$ cat src/rtl/ps2_key_mapper.sv
// rtl/ps2_key_mapper.sv - PS/2 Set-2 scan codes to synth note/control events; optional PS2_TYPEMATIC_FILTER_EN
// Define PS2_TYPEMATIC_FILTER_EN to suppress auto-repeat makes of held keys.
module ps2_key_mapper #(
  parameter logic [1:0] DEFAULT_SEL = 2'd0
) (
  input  logic       clk,
  input  logic       reset,
  input  logic [7:0] ps2_byte,
  input  logic       ps2_byte_valid,
  output logic       note_in,
  output logic [3:0] note,
  output logic       octave_plus_plus,
  output logic       octave_minus_minus,
  output logic       amp_plus_plus,
  output logic       amp_minus_minus,
  output logic [1:0] ADSR_selector,
  output logic       ADSR_plus_plus,
  output logic       ADSR_minus_minus
);

  typedef enum logic [1:0] {IDLE, BRK, EXT, EXT_BRK} state_t;

  state_t      state;
  logic [12:0] note_held;
  logic [5:0]  ctrl_held;
  logic [5:0]  pulse;

  logic       is_make;
  logic       is_break;
  logic       note_hit;
  logic [3:0] note_idx;
  logic       ctrl_hit;
  logic [2:0] ctrl_idx;
  logic       sel_hit;
  logic [1:0] sel_val;

  // Pulse bit order: octave-, octave+, amp-, amp+, ADSR-, ADSR+.
  assign octave_minus_minus = pulse[0];
  assign octave_plus_plus   = pulse[1];
  assign amp_minus_minus    = pulse[2];
  assign amp_plus_plus      = pulse[3];
  assign ADSR_minus_minus   = pulse[4];
  assign ADSR_plus_plus     = pulse[5];

  always_comb begin
    note_hit = 1'b1;
    note_idx = 4'd0;
    case (ps2_byte)
      8'h1C: note_idx = 4'd0;
      8'h1D: note_idx = 4'd1;
      8'h1B: note_idx = 4'd2;
      8'h24: note_idx = 4'd3;
      8'h23: note_idx = 4'd4;
      8'h2B: note_idx = 4'd5;
      8'h2C: note_idx = 4'd6;
      8'h34: note_idx = 4'd7;
      8'h35: note_idx = 4'd8;
      8'h33: note_idx = 4'd9;
      8'h3C: note_idx = 4'd10;
      8'h3B: note_idx = 4'd11;
      8'h42: note_idx = 4'd12;
      default: note_hit = 1'b0;
    endcase
  end

  always_comb begin
    ctrl_hit = 1'b1;
    ctrl_idx = 3'd0;
    case (ps2_byte)
      8'h1A: ctrl_idx = 3'd0;
      8'h22: ctrl_idx = 3'd1;
      8'h21: ctrl_idx = 3'd2;
      8'h2A: ctrl_idx = 3'd3;
      8'h4E: ctrl_idx = 3'd4;
      8'h55: ctrl_idx = 3'd5;
      default: ctrl_hit = 1'b0;
    endcase
  end

  always_comb begin
    sel_hit = 1'b1;
    sel_val = 2'd0;
    case (ps2_byte)
      8'h16: sel_val = 2'd0;
      8'h1E: sel_val = 2'd1;
      8'h26: sel_val = 2'd2;
      8'h25: sel_val = 2'd3;
      default: sel_hit = 1'b0;
    endcase
  end

  always_comb begin
    is_make  = 1'b0;
    is_break = 1'b0;
    if (ps2_byte_valid) begin
      if (state == IDLE) begin
        case (ps2_byte)
          8'hF0, 8'hE0, 8'hAA, 8'hFA, 8'hFE, 8'hEE: is_make = 1'b0;
          default: is_make = 1'b1;
        endcase
      end
      is_break = (state == BRK);
    end
  end

  always_ff @(posedge clk) begin
    if (!reset) begin
      state         <= IDLE;
      note_held     <= '0;
      ctrl_held     <= '0;
      note_in       <= 1'b0;
      note          <= 4'd0;
      pulse         <= '0;
      ADSR_selector <= DEFAULT_SEL;
    end else begin
      pulse <= '0;

      if (ps2_byte_valid) begin
        case (state)
          IDLE: begin
            if (ps2_byte == 8'hF0)
              state <= BRK;
            else if (ps2_byte == 8'hE0)
              state <= EXT;
          end
          BRK:     state <= IDLE;
          EXT:     state <= (ps2_byte == 8'hF0) ? EXT_BRK : IDLE;
          default: state <= IDLE;
        endcase
      end

      if (is_make) begin
        if (note_hit) begin
          note_held[note_idx] <= 1'b1;
`ifdef PS2_TYPEMATIC_FILTER_EN
          if (!(note_in && note == note_idx)) begin
            note    <= note_idx;
            note_in <= 1'b1;
          end
`else
          note    <= note_idx;
          note_in <= 1'b1;
`endif
        end
        if (ctrl_hit) begin
          ctrl_held[ctrl_idx] <= 1'b1;
`ifdef PS2_TYPEMATIC_FILTER_EN
          if (!ctrl_held[ctrl_idx])
            pulse[ctrl_idx] <= 1'b1;
`else
          pulse[ctrl_idx] <= 1'b1;
`endif
        end
        if (sel_hit)
          ADSR_selector <= sel_val;
      end

      // Only releasing the sounding note closes the gate; older held notes are just forgotten.
      if (is_break) begin
        if (note_hit) begin
          note_held[note_idx] <= 1'b0;
          if (note_idx == note)
            note_in <= 1'b0;
        end
        if (ctrl_hit)
          ctrl_held[ctrl_idx] <= 1'b0;
      end
    end
  end

endmodule
$ cat config.mk
export PLATFORM = sky130hd
export DESIGN_NAME = ps2_key_mapper
export DESIGN_NICKNAME = d
export VERILOG_FILES = /design/src/rtl/ps2_key_mapper.sv
export SDC_FILE = /design/constraint.sdc
export NUM_CORES = 1
export LEC_CHECK = 0
export BUFFER_PORTS_ARGS = -buffer_cell sky130_fd_sc_hd__clkbuf_2
export CAP_MARGIN = 15
export CORE_UTILIZATION = 56
export CTS_BUF_LIST = sky130_fd_sc_hd__clkbuf_8
export CTS_CLUSTER_DIAMETER = 40
export CTS_CLUSTER_SIZE = 24
export DETAILED_ROUTE_END_ITERATION = 10
export GPL_ROUTABILITY_DRIVEN = 1
export GPL_TIMING_DRIVEN = 0
export PLACE_DENSITY_LB_ADDON = 0.25
export SYNTH_ARGS = -nofsm -noshare
export SYNTH_HDL_FRONTEND = slang
export SYNTH_SLANG_ARGS = --single-unit
$ cat constraint.sdc
create_clock -name clk -period 2.8 [get_ports clk]
set_clock_uncertainty 0.05 [all_clocks]
set_input_delay 0.7 -clock clk [delete_from_list [all_inputs] [get_ports clk]]
set_output_delay 0.7 -clock clk [all_outputs]
set_load 0.02 [all_outputs]
**Word level (Yosys, flattened, before mapping)**

Cells that the tools add are included.

- $lt $le $gt $ge: 2
- Mux-type cells: 21
- Equality and inequality tests: 33
- Reduce and logical (&&, ||, !) cells: 10

Operators with widths:

| cell | number |
|---|---|
| == test 8 x 6 -> 1 bit, second input constant | 14 |
| == test 8 x 5 -> 1 bit, second input constant | 6 |
| == test 8 bit, second input constant | 6 |
| case mux 4 bit (12 select lines) | 1 |
| == test 8 x 7 -> 1 bit, second input constant | 3 |
| case mux 3 bit (5 select lines) | 1 |
| two-way mux 1 bit | 13 |
| OR reduction 13 bit | 1 |
| OR reduction 6 bit | 2 |
| two-way mux 2 bit | 3 |
| case mux 2 bit (3 select lines) | 1 |
| AND reduction 2 bit | 3 |
| == test 4 bit | 1 |
| < comparator 3 x 4 -> 1 bit, second input constant | 1 |
| case mux 2 bit (2 select lines) | 1 |
| OR reduction 4 bit | 1 |
| demux 1 bit (select 3 bit) | 1 |
| >= comparator 3 x 1 -> 1 bit, second input constant | 1 |
| inequality test 3 x 1 -> 1 bit, second input constant | 1 |
| AND reduction 3 bit | 1 |
| == test 2 x 1 -> 1 bit, second input constant | 1 |
| == test 2 bit, second input constant | 1 |
| logical NOT 2 bit | 1 |
| logical AND 1 bit | 1 |

- Logic and storage cells: 71
- Output and inout bits: 13
- Input port bits: 11
- Register bits: 15

**Logic depth before layout (Yosys ltp)**

- Depth in word-level cells: 9
- Gate-level depth with buffers: 7
- Gate-level depth less buffers: 5

**Worst setup path before layout**

No wires, ideal clock.

- Path kind: input to register
- Start: input ps2_byte[2]
- End: register pulse[5]
- Data arrival time: 2085 ps
- Library setup time: 88 ps
- Data required time: 2662 ps
- Setup slack: 577 ps
- Path buffers: 1
- Cell stages on the path: 6
- Cells stage by stage: buf_6 -> or3b_1 -> a2111o_1 -> a21oi_2 -> o211ai_4 -> nor4_2

- Word-level cells in the longest chain between the ends: 6
- Elaborated cells on any way between the ends: 25
- Those cells by class: order compare (2); eq/ne (12); mux (7); reduce/logical (4)

Ends and longest elaborated chain:

| item | line | text |
|---|---|---|
| start, declared | 8 | `input logic [7:0] ps2_byte,` |
| == test 8 x 7 -> 1 bit (tied with other cells) | 69 | `case (ps2_byte)` |
| case mux 3 bit (5 select lines) or OR reduction 6 bit (tied branches) | 69, 97 |  |
| < comparator 3 x 4 -> 1 bit (tied with other cells) | - |  |
| logical AND 1 bit or two-way mux 1 bit (tied branches) | - |  |
| two-way mux 1 bit (on tied branches) | - |  |
| demux 1 bit (select 3 bit) or AND reduction 3 bit (tied branches) | - |  |
| end signal, assigned | 113 | `pulse <= '0;` |
| end signal, assigned | 116 | `pulse <= '0;` |
| end signal, assigned by index | 151 | `pulse[ctrl_idx] <= 1'b1;` |
| end, declared | 26 | `logic [5:0] pulse;` |

Several ways; a longest one is shown, not always the timed one.
A chain may end at the register's enable or synchronous reset.

**Worst setup path after layout**

- Start: input ps2_byte[0]
- End: register note_in

- Word-level cells in the longest chain between the ends: 9
- Elaborated cells on any way between the ends: 32
- Those cells by class: eq/ne (20); mux (10); reduce/logical (2)

Ends and longest elaborated chain:

| item | line | text |
|---|---|---|
| == test 8 bit | 97 | `case (ps2_byte)` |
| OR reduction 6 bit | 97 |  |
| two-way mux 1 bit | 97 |  |
| two-way mux 1 bit | 96 | `if (state == IDLE) begin` |
| two-way mux 1 bit | 95 | `if (ps2_byte_valid) begin` |
| two-way mux 1 bit | 132 | `if (is_make) begin` |
| two-way mux 1 bit | 162 | `if (note_idx == note)` |
| two-way mux 1 bit | 160 | `if (note_hit) begin` |
| two-way mux 1 bit (*) | 159 | `if (is_break) begin` |
| end signal, assigned | 111 | `note_in <= 1'b0;` |
| end signal, assigned | 142 | `note_in <= 1'b1;` |
| end signal, assigned | 163 | `note_in <= 1'b0;` |
| end, declared | 10 | `output logic note_in,` |

Mark *: on every way between the ends. The rest lies on a longest branch, timed or not.

==> results.md <==
| Parameter | Reported | Unit |
| --- | --- | --- |
| Fraction of final layout cells sized beyond drive strength 1 | 0.2830 | - |
| Run status | completed | - |
| Post-DP HPWL | 1985 | µm |
| DRT iter0 DRCs | 57 | - |
| TritonCTS clock tree | done | - |
| Number of inserted filler cells in the final layout | 174 | - |
| Clock Sinks | 15 | - |
| Library cell with the largest summed area after synthesis | dfxtp_1 | - |
| Final GP Congestion | 0.8999 | - |
| Cell with the most instances after synthesis | dfxtp_1 | - |
| Portion of total power attributed to the clock network | 0.367 | - |
| Via count | 1,128 | - |
| Required arrival time at the worst endpoint | 2870 | ps |
| Startpoint kind of the worst setup timing path | input pin | - |
| R2R Setup Slk | 1070 | ps |
| Post-Synthesis Mean Instance Area | 8.674 | µm² |
| Commonest register cell after synthesis | dfxtp_1 | - |
| P_leak | 0.4960 | nW |
| Remaining antenna violation count after routing | 0 | - |
| Final #Nets | 171 | - |
| Flop and latch count out of synthesis | 15 | - |
| Routed WL | 2662 | µm |
| Internal portion of total power | 0.0003446 | W |
| Setup total negative slack | 0 | ps |
| Clock root buffer | clkbuf_8 | - |
| Remaining routing DRC violations | 0 | - |
| Final count of hold timing violations | 0 | - |
| Part of the cycle the worst path needs | 0.8595 | - |
| Synth async-reset ratio | 0 | - |
| Routed wire length per instance | 14.31 | µm |
| Number of antenna violations at the first check in global routing | 0 | - |
| Remaining global-route overflow | 0 | - |
| Critical Path Fanout Max | 10 | - |
| Worst-case hold path end point | note[0] | - |
| Worst Min Path Start | note[0] | - |
| Number of global-route vias before repair | 930 | - |
| Resize count post-CTS | 0 | - |
| Cell count after synthesis | 134 | - |
| Buffers added on ports | 21 | - |
| Met3 usage in global routing | 0.02264 | - |
| Multiplexer share of the synthesized area | 0.02691 | - |
| Hold Path Cell Cnt | 2 | - |
| P&R area growth vs syn | 15.93 | % |
| Total power divided by cell area | 352.3 | mW/mm² |
| Met2 track demand over resource | 0.4301 | - |
| Synth cell types | 54 | - |
| Most frequent cells after synthesis | dfxtp_1 (15), nand2_1 (12), buf_2 (7), inv_1 (7) | - |
| Largest family of logic cells by synthesized area | simple AND/OR/NAND/NOR gates | - |
| Worst relative slew slack | 0.5878 | - |
| Final setup violation count | 0 | - |
| Most area-consuming cells after synthesis | dfxtp_1 (26%), nand2_1 (3.9%), o211ai_1 (3.2%), buf_2 (3.0%), a21boi_0 (2.6%) | - |
| Layer with the highest usage | met2 | - |
| Die height | 47.56 | µm |
| Number of cells after detailed placement | 182 | - |
| Synth Area in XOR/XNOR | 0.02260 | - |
| Worst vdd ir | 250.1 | µV |
| Fraction of the mapped netlist area in compound gates | 0.2400 | - |
| Min Clock Period, post-route | 2406 | ps |
| Cell count of the worst reg-to-reg path | 4 | - |
| Count of TritonRoute iterations in the first routing pass | 4 | - |
| Number of ports placed on the die boundary | 24 | - |
| Post-synthesis cell area | 0.001162 | mm² |
| Met1 track demand over resource in global routing | 0.3589 | - |
| Initial Utilization | 0.5925 | - |
| Unrepaired setup endpoints after global routing | no | - |
| Top cell type's share of synthesized area | 0.2583 | - |
| Total of max-cap violations | 0 | - |
| Number of buffers inserted to repair setup after CTS | 0 | - |
| # H-tree levels | 1 | - |
| Relative contribution of sequential cells to total power | 0.453 | - |
| Critical path arrival | 2470 | ps |
| Fmax | 415.5 | MHz |
| Count of synthesis-stage warnings from yosys | 0 | - |
| Switching power | 0.0001301 | W |
| Vias per cell | 6.065 | - |
| Combinational cell fraction of total power | 0.180 | - |
| # rows | 16 | - |
| Worst-Margin Slew | 613.7 | ps |
| Number of synthesized flops with an enable pin | 0 | - |
| CTS Buffer Depth | 2 | - |
| Total nets after synthesis | 145 | - |
| Area share of and/or/nand/nor cells after synthesis | 0.3800 | - |
| Portion of the post-synthesis area used by sequential elements | 0.2583 | - |
| Class of the tightest hold or removal check | reg -> reg | - |
| Crit end category | flop | - |
| First-pass GRT wire length | 4174 | µm |
| Max-slew violation count | 0 | - |
| Number of buffers added to fix hold violations after cts | 0 | - |
| Reg-to-reg critical path endpoint | pulse[5] | - |
| Core region area | 0.001962 | mm² |
| Inserted Diodes | 0 | - |
| Non-Filler Instances | 186 | - |
| Startpoint of the worst register-to-register path | state[1] | - |
| Die Outline Area | 0.002262 | mm² |
| Post-Route Hold Slack | 428.9 | ps |
| Die span in x | 47.56 | µm |
| Clock latency on the worst-skew pair | 250 | ps |
| Switching Fraction | 0.2741 | - |
| All-Layer GR Usage | 0.2583 | - |
| Number of buffers inserted during clock tree synthesis | 3 | - |
| Clock transition at the registers of the reported paths | 60 | ps |
| Adder-cell area share of the yosys netlist | 0 | - |
| Pin count of the biggest net entering global routing | 11 | - |
| Path type of the worst setup path | in -> reg | - |
## state kept, by name, summed over array words and instances, names as in the netlist
register and count:
ADSR_selector 2, note 4, note_in 1, pulse 6
state 2
## layer usage
metal,up-vias,share of wire
met4,0,0.011
met5,-,0
met1,529,0.46
met3,4,0.045
met2,34,0.48
li1,561,-
## critical path, cell delays in order
cell and delay [ps]:
clkbuf_2 90, buf_2 170, nor3b_1 420, nand3_1 240, a31o_1 230, a2111oi_0 480, a31oi_1 150
## through the flow
| stage | setup slack (ps) | cell area [µm²] | total power (W) | util |
|---|---|---|---|---|
| detailed placement | 199.7 | 1301 | 0.0003035 | 0.6633 |
| CTS | 440.4 | 1348 | 0.0004779 | 0.6869 |
| floorplan | 577.2 | 1162 | 0.0002806 | - |
| global route | 259.7 | 1348 | 0.0004962 | 0.6869 |
| finish | 393.5 | 1348 | 0.0004747 | 0.6869 |
| global placement | 197.8 | 1301 | 0.0003017 | 0.6633 |
## power groups by stage
| stage | Combinational [W] | Clock (W) | Sequential [W] |
|---|---|---|---|
| CTS | 0.0000842 | 0.000179 | 0.000215 |
| global route | 0.0000916 | 0.000189 | 0.000215 |
| floorplan | 0.0000595 | 0 | 0.000221 |
| finish | 0.0000852 | 0.000174 | 0.000215 |
| global placement | 0.0000818 | 0 | 0.000220 |
| detailed placement | 0.0000836 | 0 | 0.000220 |
## worst max-delay path by stage
stage,startpoint,endpoint,cells after the start
2_1_floorplan,ps2_byte[2],pulse[5],6
3_3_place_gp,ps2_byte[6],note_in,7
3_5_place_dp,ps2_byte[5],note_in,7
4_1_cts,ps2_byte[6],note_in,7
5_1_grt,ps2_byte[6],note_in,7
6_report,ps2_byte[0],note_in,7
## cells by family (layout without fill, tap and decap cells)
group,Yosys count,after routing
AND/OR/NAND/NOR,61,61
buffers and inverters,18,43
AO/OA/AOI/OAI,34,34
multiplexers,3,3
XOR/XNOR,3,3
flip-flops,15,15
## placed cells by master, fill, tap and decap left out, types with 3 or more instances in the layout
| master | synthesis | final |
|---|---|---|
| o21ai_0 | 3 | 3 |
| nand3_1 | 5 | 5 |
| nand2_1 | 12 | 12 |
| a21boi_0 | 4 | 4 |
| buf_2 | 7 | 7 |
| nor4_1 | 3 | 3 |
| clkbuf_1 | 3 | 3 |
| dfxtp_1 | 15 | 15 |
| xnor2_1 | 3 | 3 |
| o211ai_1 | 5 | 5 |
| or3b_1 | 3 | 3 |
| nand4_1 | 3 | 3 |
| clkbuf_8 | 0 | 3 |
| o21a_1 | 4 | 4 |
| clkbuf_2 | 0 | 21 |
| inv_1 | 7 | 7 |
| a22oi_1 | 3 | 3 |
| nor2_1 | 4 | 4 |
## layout make-up
type / instances / area (µm²) / area share
clock inverters: 1 / 5.005 / 0.003714
multi-input cells: 101 / 778.2 / 0.5775
plain buffers: 11 / 57.56 / 0.04271
clock buffers: 3 / 41.29 / 0.03064
well taps: 27 / 33.78 / 0.02507
flip-flops and latches: 15 / 300.3 / 0.2228
inverters: 7 / 26.28 / 0.01950
repair buffers: 21 / 105.1 / 0.07799
(Power assumes the default switching activity.)
